**config.mk**
```make
export PLATFORM = sky130hd
export DESIGN_NAME = mem_wb_elastic_reg
export DESIGN_NICKNAME = d
export VERILOG_FILES = /design/src/rtl/mips_pipe_pkg.sv /design/src/rtl/pipe_elastic_buf.sv /design/src/rtl/mem_wb_elastic_reg.sv
export SDC_FILE = /design/constraint.sdc
export NUM_CORES = 1
export LEC_CHECK = 0
export ABC_AREA = 1
export BUFFER_PORTS_ARGS = -buffer_cell sky130_fd_sc_hd__buf_2
export CAP_MARGIN = 30
export CELL_PAD_IN_SITES_DETAIL_PLACEMENT = 0
export CELL_PAD_IN_SITES_GLOBAL_PLACEMENT = 2
export CORE_MARGIN = 2
export CORE_UTILIZATION = 29
export DETAILED_ROUTE_END_ITERATION = 8
export GPL_ROUTABILITY_DRIVEN = 0
export GPL_TIMING_DRIVEN = 0
export PLACE_DENSITY_LB_ADDON = 0.25
export SYNTH_ARGS = -nofsm -noshare
export SYNTH_HDL_FRONTEND = slang
export SYNTH_SLANG_ARGS = --single-unit
```
**constraint.sdc**
```tcl
create_clock -name clk -period 1.6 [get_ports clk]
set_clock_uncertainty 0.15 [all_clocks]
set_input_delay 0.24 -clock clk [delete_from_list [all_inputs] [get_ports clk]]
set_output_delay 0.24 -clock clk [all_outputs]
set_load 0.01 [all_outputs]
```
**src/rtl/mips_pipe_pkg.sv**
```systemverilog
// Shared types and constants for the MIPS pipeline stage registers.
package mips_pipe_pkg;

  localparam int WB_DATA_W     = 32;
  localparam int WB_REG_ADDR_W = 5;
  localparam int ZERO_REG      = 0;

  typedef enum logic [1:0] {
    ST_EMPTY = 2'd0,
    ST_ONE   = 2'd1,
    ST_TWO   = 2'd2
  } buf_state_e;

  // Writeback payload at the default core widths; stage registers that are
  // built with other widths declare a locally sized struct with this layout.
  typedef struct packed {
    logic                     regwri;
    logic                     memtoreg;
    logic [WB_DATA_W-1:0]     readdata;
    logic [WB_DATA_W-1:0]     aluout;
    logic [WB_REG_ADDR_W-1:0] wrireg;
  } mem_wb_payload_t;

endpackage

```
**src/rtl/pipe_elastic_buf.sv**
```systemverilog
// Two-entry elastic buffer: head drives the output, skid only holds a second
// entry while the consumer stalls. Ready and valid decode the state register.
module pipe_elastic_buf
  import mips_pipe_pkg::*;
#(
  parameter int PAYLOAD_W = 8
) (
  input  logic                 clk,
  input  logic                 rst_n,
  input  logic                 flush_i,
  input  logic                 in_valid_i,
  output logic                 in_ready_o,
  input  logic [PAYLOAD_W-1:0] data_i,
  output logic                 out_valid_o,
  input  logic                 out_ready_i,
  output logic [PAYLOAD_W-1:0] data_o,
  output buf_state_e           state_o
);

  buf_state_e           state_q;
  logic [PAYLOAD_W-1:0] head_q;
  logic [PAYLOAD_W-1:0] skid_q;
  logic                 in_xfer;
  logic                 out_xfer;

  // Handshake: a beat moves on an edge where valid and ready are both high;
  // valid never waits on ready, and both ready and valid come from state_q.
  assign in_ready_o  = (state_q != ST_TWO);
  assign out_valid_o = (state_q != ST_EMPTY);
  assign in_xfer     = in_valid_i && in_ready_o;
  assign out_xfer    = out_valid_o && out_ready_i;
  assign data_o      = head_q;
  assign state_o     = state_q;

  always_ff @(posedge clk) begin
    if (!rst_n) begin
      state_q <= ST_EMPTY;
      head_q  <= '0;
      skid_q  <= '0;
    end else if (flush_i) begin
      // Head data is kept so the W data fields hold their last value.
      state_q <= ST_EMPTY;
    end else begin
      case (state_q)
        ST_EMPTY: begin
          if (in_xfer) begin
            head_q  <= data_i;
            state_q <= ST_ONE;
          end
        end
        ST_ONE: begin
          case ({in_xfer, out_xfer})
            2'b10: begin
              skid_q  <= data_i;
              state_q <= ST_TWO;
            end
            2'b01: state_q <= ST_EMPTY;
            2'b11: head_q  <= data_i;
            default: ;
          endcase
        end
        ST_TWO: begin
          if (out_xfer) begin
            head_q  <= skid_q;
            state_q <= ST_ONE;
          end
        end
        default: state_q <= ST_EMPTY;
      endcase
    end
  end

endmodule

```
**src/rtl/mem_wb_elastic_reg.sv**
```systemverilog
// MEM/WB stage register with valid/ready handshake and synchronous flush.
// Define MEM_WB_FWD_EN to add the fwd_valid/fwd_reg/fwd_data hazard-unit taps.
module mem_wb_elastic_reg
  import mips_pipe_pkg::*;
#(
  parameter int DATA_W     = 32,
  parameter int REG_ADDR_W = 5
) (
  input  logic                  clk,
  input  logic                  rst_n,
  input  logic                  flush,
  input  logic                  in_valid,
  output logic                  in_ready,
  input  logic                  regwriM,
  input  logic                  memtoregM,
  input  logic [DATA_W-1:0]     readdataM,
  input  logic [DATA_W-1:0]     aluoutM,
  input  logic [REG_ADDR_W-1:0] wriregM,
  output logic                  out_valid,
  input  logic                  out_ready,
  output logic                  regwriW,
  output logic                  memtoregW,
  output logic [DATA_W-1:0]     readdataW,
  output logic [DATA_W-1:0]     aluoutW,
  output logic [REG_ADDR_W-1:0] wriregW
`ifdef MEM_WB_FWD_EN
  ,
  output logic                  fwd_valid,
  output logic [REG_ADDR_W-1:0] fwd_reg,
  output logic [DATA_W-1:0]     fwd_data
`endif
);

  typedef struct packed {
    logic                  regwri;
    logic                  memtoreg;
    logic [DATA_W-1:0]     readdata;
    logic [DATA_W-1:0]     aluout;
    logic [REG_ADDR_W-1:0] wrireg;
  } payload_t;

  localparam int PAYLOAD_W = $bits(payload_t);

  payload_t   in_pl;
  payload_t   head_pl;
  buf_state_e buf_state;

  assign in_pl.regwri   = regwriM;
  assign in_pl.memtoreg = memtoregM;
  assign in_pl.readdata = readdataM;
  assign in_pl.aluout   = aluoutM;
  assign in_pl.wrireg   = wriregM;

  pipe_elastic_buf #(
    .PAYLOAD_W (PAYLOAD_W)
  ) u_buf (
    .clk         (clk),
    .rst_n       (rst_n),
    .flush_i     (flush),
    .in_valid_i  (in_valid),
    .in_ready_o  (in_ready),
    .data_i      (in_pl),
    .out_valid_o (out_valid),
    .out_ready_i (out_ready),
    .data_o      (head_pl),
    .state_o     (buf_state)
  );

  // A bubble must never write the register file, whatever stale head holds.
  assign regwriW   = head_pl.regwri   && (buf_state != ST_EMPTY);
  assign memtoregW = head_pl.memtoreg && (buf_state != ST_EMPTY);
  assign readdataW = head_pl.readdata;
  assign aluoutW   = head_pl.aluout;
  assign wriregW   = head_pl.wrireg;

`ifdef MEM_WB_FWD_EN
  assign fwd_valid = out_valid && regwriW && (wriregW != REG_ADDR_W'(ZERO_REG));
  assign fwd_reg   = wriregW;
  assign fwd_data  = memtoregW ? readdataW : aluoutW;
`endif

endmodule

```
Word-level counts from Yosys, hierarchy flattened
Cells that the tools add are included.
{"block": "classes", "n_eq_ne": 10, "mux": 8, "bitwise": 2, "reduce_logical": 11}
{"cell": "two-way mux 71 bit", "n": 3}
{"cell": "case mux 71 bit (3 select lines)", "n": 1}
{"cell": "equality test 2 bit (second input constant)", "n": 3}
{"cell": "case mux 2 bit (3 select lines)", "n": 1}
{"cell": "AND reduction 3 bit", "n": 2}
{"cell": "AND reduction 5 bit", "n": 1}
{"cell": "equality test 2 x 1 -> 1 bit (second input constant)", "n": 2}
{"cell": "logical AND 1 bit", "n": 4}
{"cell": "two-way mux 2 bit", "n": 2}
{"cell": "!= test 2 x 1 -> 1 bit (second input constant)", "n": 2}
{"cell": "!= test 2 bit (second input constant)", "n": 2}
{"cell": "case mux 2 bit (2 select lines)", "n": 1}
{"cell": "!= test 3 x 2 -> 1 bit (second input constant)", "n": 1}
{"cell": "nonzero test 3 bit", "n": 1}
{"cell": "zero test 2 bit", "n": 1}
{"cell": "inverter 1 bit", "n": 2}
{"cell": "nonzero test 2 bit", "n": 1}
{"cell": "OR reduction 2 bit", "n": 1}
{"block": "word_totals", "ff_bits": 144, "input_bits": 76, "out_inout_bits": 73, "elab_cells": 34}

Depth between registers and ports, before layout
{"block": "logic_depth", "ltp_word": 5, "depth_mapped": 10, "mapped_depth_nobuf": 7}

Modules after synthesis
From an unflattened synthesis, not the netlist that was laid out.
{"block": "unflattened", "hier_cells": 1028, "area_unflattened_um2": 6543.8}
{"mod": "pipe_elastic_buf", "instances": 1, "cells_each": 1023, "area_per_inst_um2": 6522.5, "seq_area_each_um2": 2882.8}
{"mod": "mem_wb_elastic_reg", "instances": 1, "cells_each": 5, "area_per_inst_um2": 21.3, "seq_area_each_um2": 0.0}

Worst setup path before layout
Ideal clock, no wire load.
{"block": "synth_timing", "path_type": "flip-flop to flip-flop", "start": "register u_buf.state_q[0] (netlist: u_buf.state_o[0])", "end": "register u_buf.head_q[0] (netlist: u_buf.data_o[0])", "setup_ps": 113, "t_arrival_ps": 1185, "required_ps": 1337, "path_slack_ps": 152, "path_stages_with_launch": 10, "n_path_buf": 3, "period_less_slack_ps": 1448, "path_cell_list": "dfxtp_1 > buf_6 > inv_2 > nand2_1 > nand2_1 > nand3_2 > buf_4 > buf_2 > nor2_1 > nor2_1"}
{"block": "synth_via", "elab_chain_len": 5, "word_cells_on_any_way": 14, "cone_classes": "eq/ne: 7; mux: 1; reduce/logical: 6"}
{"item": "start, declared", "line": "pipe_elastic_buf.sv:20", "text": "buf_state_e state_q;"}
{"item": "start signal, assigned", "line": "pipe_elastic_buf.sv:37", "text": "state_q <= ST_EMPTY;"}
{"item": "start signal, assigned", "line": "pipe_elastic_buf.sv:42", "text": "state_q <= ST_EMPTY;"}
{"item": "start signal, assigned", "line": "pipe_elastic_buf.sv:48", "text": "state_q <= ST_ONE;"}
{"item": "!= test 2 bit or nonzero test 2 bit (tied branches)", "line": "pipe_elastic_buf.sv:28, pipe_elastic_buf.sv:29"}
{"item": "logical AND 1 bit (on tied branches)", "line": "pipe_elastic_buf.sv:30, pipe_elastic_buf.sv:31"}
{"item": "equality test 2 bit", "line": "pipe_elastic_buf.sv:52", "text": "case ({in_xfer, out_xfer})"}
{"item": "!= test 2 bit (no line)"}
{"item": "AND reduction 5 bit (no line)"}
{"item": "end signal, assigned", "line": "pipe_elastic_buf.sv:47", "text": "head_q <= data_i;"}
{"item": "end signal, assigned", "line": "pipe_elastic_buf.sv:58", "text": "2'b11: head_q <= data_i;"}
{"item": "end signal, assigned", "line": "pipe_elastic_buf.sv:64", "text": "head_q <= skid_q;"}
{"item": "end, declared", "line": "pipe_elastic_buf.sv:21", "text": "logic [PAYLOAD_W-1:0] head_q;"}
Several ways; a longest one is shown, not always the timed one.
A chain may end at the register's enable or synchronous reset.

Worst setup path in the final report
{"block": "layout_timing", "start": "register u_buf.state_q[0] (netlist: u_buf.state_o[0])", "end": "output port regwriW"}
{"block": "layout_via", "elab_chain_len": 2}
{"item": "nonzero test 2 bit", "line": "mem_wb_elastic_reg.sv:70", "text": "assign regwriW = head_pl.regwri && (buf_state != ST_EMPTY);"}
{"item": "logical AND 1 bit", "line": "mem_wb_elastic_reg.sv:70"}
{"item": "end, declared", "line": "mem_wb_elastic_reg.sv:21", "text": "output logic regwriW,"}
Every way passes these cells.

==> flow_summary_export.csv <==
group,metric,value,unit
clock_tree,worstSkewPairLatency,0.42,ns
synth,syn_inst,1092,
global_routing,grt_antenna_before_repair,1,
critical_path,crit_slowest_cell,"dfxtp_4",
floorplanning,start_util,29.7,%
detailed_routing,drt-vias-per-instance,4.10,
min_path,hold_path_depth,4,
clock_tree,cts_num_sinks,144,
critical_path,crit_chain,"buf_6 > nor2_4 > nor2_1 > buf_4",
pwr,powerDensity,967,nW/um2
sta,period_share,106,%
sta,fin_ws,-0.0977,ns
run_status,status,"complete, but fails checks",
critical_path,ff2ff_setup_slack,0.06,ns
synth,ys_warn_count,0,
detailed_routing,vias,6844,
place,dp_hpwl,14.0,mm
final_layout,fin_nets,1415,
clock_tree,cts-root-buf,"clkbuf_16",
critical_path,worstSetupStartpoint,"u_buf.state_o[0]$_SDFFE_PP0P_",
sta,max_slew_margin,63.2,%
place,placed_area,8140,um2
final_layout,design_area,9840,um2
place,io_buffers,147,
pwr,power.leakage,5.06,nW
floorplanning,io_pins,149,
clock_tree,clk_pin_slew,0.05,ns
synth,ys_seq_area_share,41.2,%
min_path,hold_path_class,"input port to flip-flop",
critical_path,r2r_end,"u_buf.skid_q[15]$_SDFFE_PN0P_",
critical_path,cpPeakStageDelay,0.38,ns
clock_tree,clockBufferDepth,2,
floorplanning,dieArea,25400,um2
detailed_routing,dr.pass1.iters,4,
global_routing,grtUsageTotal,16.4,%
job,drv_cap,0,
synth,synth.net_count,1168,
final_layout,final_util,41.7,%
clock_tree,tritoncts,"done",
critical_path,critPathLaunchType,"flip-flop",
sta,slew_violations,0,
synth,syn_area,7000,um2
global_routing,gr-total-overflow,0,
sta,fin_crit,1.70,ns
critical_path,crit_type,"flip-flop to primary output",
global_routing,grt_max_degree,19,
final_layout,diodes,0,
critical_path,critPathCaptureType,"primary output",
detailed_routing,ant_nets,0,
critical_path,reg2regPathDepth,6,
pwr,vdd_drop_max,0.561,mV
clock_tree,htreeDepth,4,
floorplanning,dieHeight,159,um
min_path,min_from,"flush",
sta,hold_viol,0,
synth,ys_seq_elements,144,
place,dpl.cell_count,1558,
sta,tightest_slew,0.551,ns
final_layout,syn_to_final_growth,40.4,%
detailed_routing,drtIter0Drc,236,
detailed_routing,routedWlPerCell,12.4,um
critical_path,worst-endpoint-required,1.21,ns
clock_tree,cts_buffers,17,
synth,yosys.cell_types.count,16,
floorplanning,die_x,159,um
sta,max_freq,589,MHz
global_routing,grt_pass1_wl,33.5,mm
synth,avgSynthCellArea,6.41,um2
critical_path,critPathArrivalTime,1.31,ns
final_layout,drive_gt1_share,24.3,%
global_routing,grt_pass1_vias,6399,
floorplanning,core.rowCount,56,
floorplanning,core,23600,um2
sta,rsz0062_at_grt,"true",
min_path,min_to,"u_buf.state_o[1]$_SDFFE_PP0P_",
detailed_routing,post-route-drc-count,0,
detailed_routing,routed_wl,20.7,mm
run_status,violations,"setup timing",
final_layout,instances_no_fill,1671,
critical_path,r2r-start,"u_buf.state_o[0]$_SDFFE_PP0P_",
critical_path,cp_max_fo,6,
sta,setup_viol,4,
[worst max path at each step]
| stage | end | slack (ns) | depth (start not counted) |
|---|---|---|---|
| after detailed placement | u_buf.data_o[22]$_SDFFE_PN0P_ | -0.51 | 5 |
| after global routing | regwriW | -0.16 | 4 |
| after CTS | memtoregW | -0.13 | 5 |
| after global placement | u_buf.data_o[22]$_SDFFE_PN0P_ | -0.48 | 5 |
| after floorplan | u_buf.data_o[0]$_SDFFE_PN0P_ | 0.15 | 9 |
| final | regwriW | -0.1 | 4 |
[power breakdown]
part	switching (W)	total [W]	internal, W
logic	0.000704	0.00140	0.000692
clock network	0.00164	0.00426	0.00262
registers	0.0000890	0.00385	0.00376
[cell families (layout without fill, tap and decap cells)]
logic type             count (synthesis)  in the layout  synth area share [%]
buffers and inverters                217            476                  16.9
and+or+nand+nor                      655            656                  36.5
AOI/OAI and AO/OA                     76             76                  5.43
DFF                                  144            144                  41.2
[repair_timing]
item | CTS | global route
resized for setup | 45 | 118
setup buffers | 7 | 2
pin swaps | 1 | 8
setup endpoints to repair | 148 | 145
gates cloned | 0 | 1
endpoints found under the hold margin | 77 | 0
hold buffers | 73 | 0
[cells in the final DEF (no fill, tap or decap)]
cell type,synthesis,layout
nor2_1,288,280
nand3_4,0,1
a21oi_4,0,1
clkinv_4,0,4
buf_4,70,96
clkbuf_2,0,7
inv_2,3,3
nand3_1,74,74
buf_1,1,1
clkinv_8,0,1
nand2_4,0,3
bufinv_16,0,4
o21ai_0,71,38
buf_8,0,1
nand2_1,291,289
clkbuf_1,29,16
inv_8,0,1
dfxtp_2,0,1
clkbuf_8,0,1
a21oi_1,4,3
clkbuf_16,0,17
clkinv_2,0,1
clkinvlp_4,0,2
nand4_1,1,1
dfxtp_1,144,142
inv_1,76,74
dfxtp_4,0,1
nor2_4,0,2
inv_6,0,1
buf_6,9,23
dlygate4sd3_1,0,72
dlymetal6s4s_1,0,1
o21ai_2,0,1
o21ai_1,1,33
clkbuf_4,0,5
buf_2,29,145
nor2_2,0,6
[synth_stat cells]
cell | count | area [um2]
inv_1 | 76 | 285
nor2_1 | 288 | 1080
nand3_2 | 1 | 10.0
buf_4 | 70 | 526
inv_2 | 3 | 11.3
nand2_1 | 291 | 1090
o21ai_1 | 1 | 5.00
buf_2 | 29 | 145
o21ai_0 | 71 | 355
buf_6 | 9 | 101
buf_1 | 1 | 3.75
clkbuf_1 | 29 | 109
dfxtp_1 | 144 | 2880
a21oi_1 | 4 | 20.0
nand3_1 | 74 | 370
nand4_1 | 1 | 6.26
[stage by stage]
stage	setup slack, ns	TNS [ns]	hold slack [ns]	total power (W)
4_1_cts	-0.132	-3.42	0.00510	0.00963
3_5_place_dp	-0.506	-47.75	0.322	0.00514
6_report	-0.0977	-0.241	0.0558	0.00951
3_3_place_gp	-0.478	-45.43	0.313	0.00514
2_1_floorplan	0.152	0	0.246	0.00471
5_1_grt	-0.157	-0.479	0.0842	0.0100
[routing by layer]
layer | wire length (um) | vias up | track usage, %
met5 | 0 | - | 0
met2 | 9420 | 121 | 27.4
met1 | 10300 | 2964 | 21.8
met4 | 189 | 0 | 4.09
li1 | - | 3745 | -
met3 | 796 | 14 | 3.13
[sequential cells by signal (all words and copies together), names as in the netlist]
name and flops:
u_buf.data_o 71, u_buf.state_o 2, u_buf.skid_q 71
[critical path: cells and delay by family, from the launching register on]
kind          cells  cell delay (ns)
flops             1             0.38
buf+inv           2             0.27
simple gates      2             0.24
[cell type report]
cell class	count	area (um2)
plain buffers	136	1040
clock buffers	20	437
clock inverters	12	184
fillers	2595	13800
inverters	79	317
multi-input cells	732	3020
flip-flops and latches	144	2890
well taps	319	399
repair buffers	229	1560
Power figures use the tool's default switching activity.
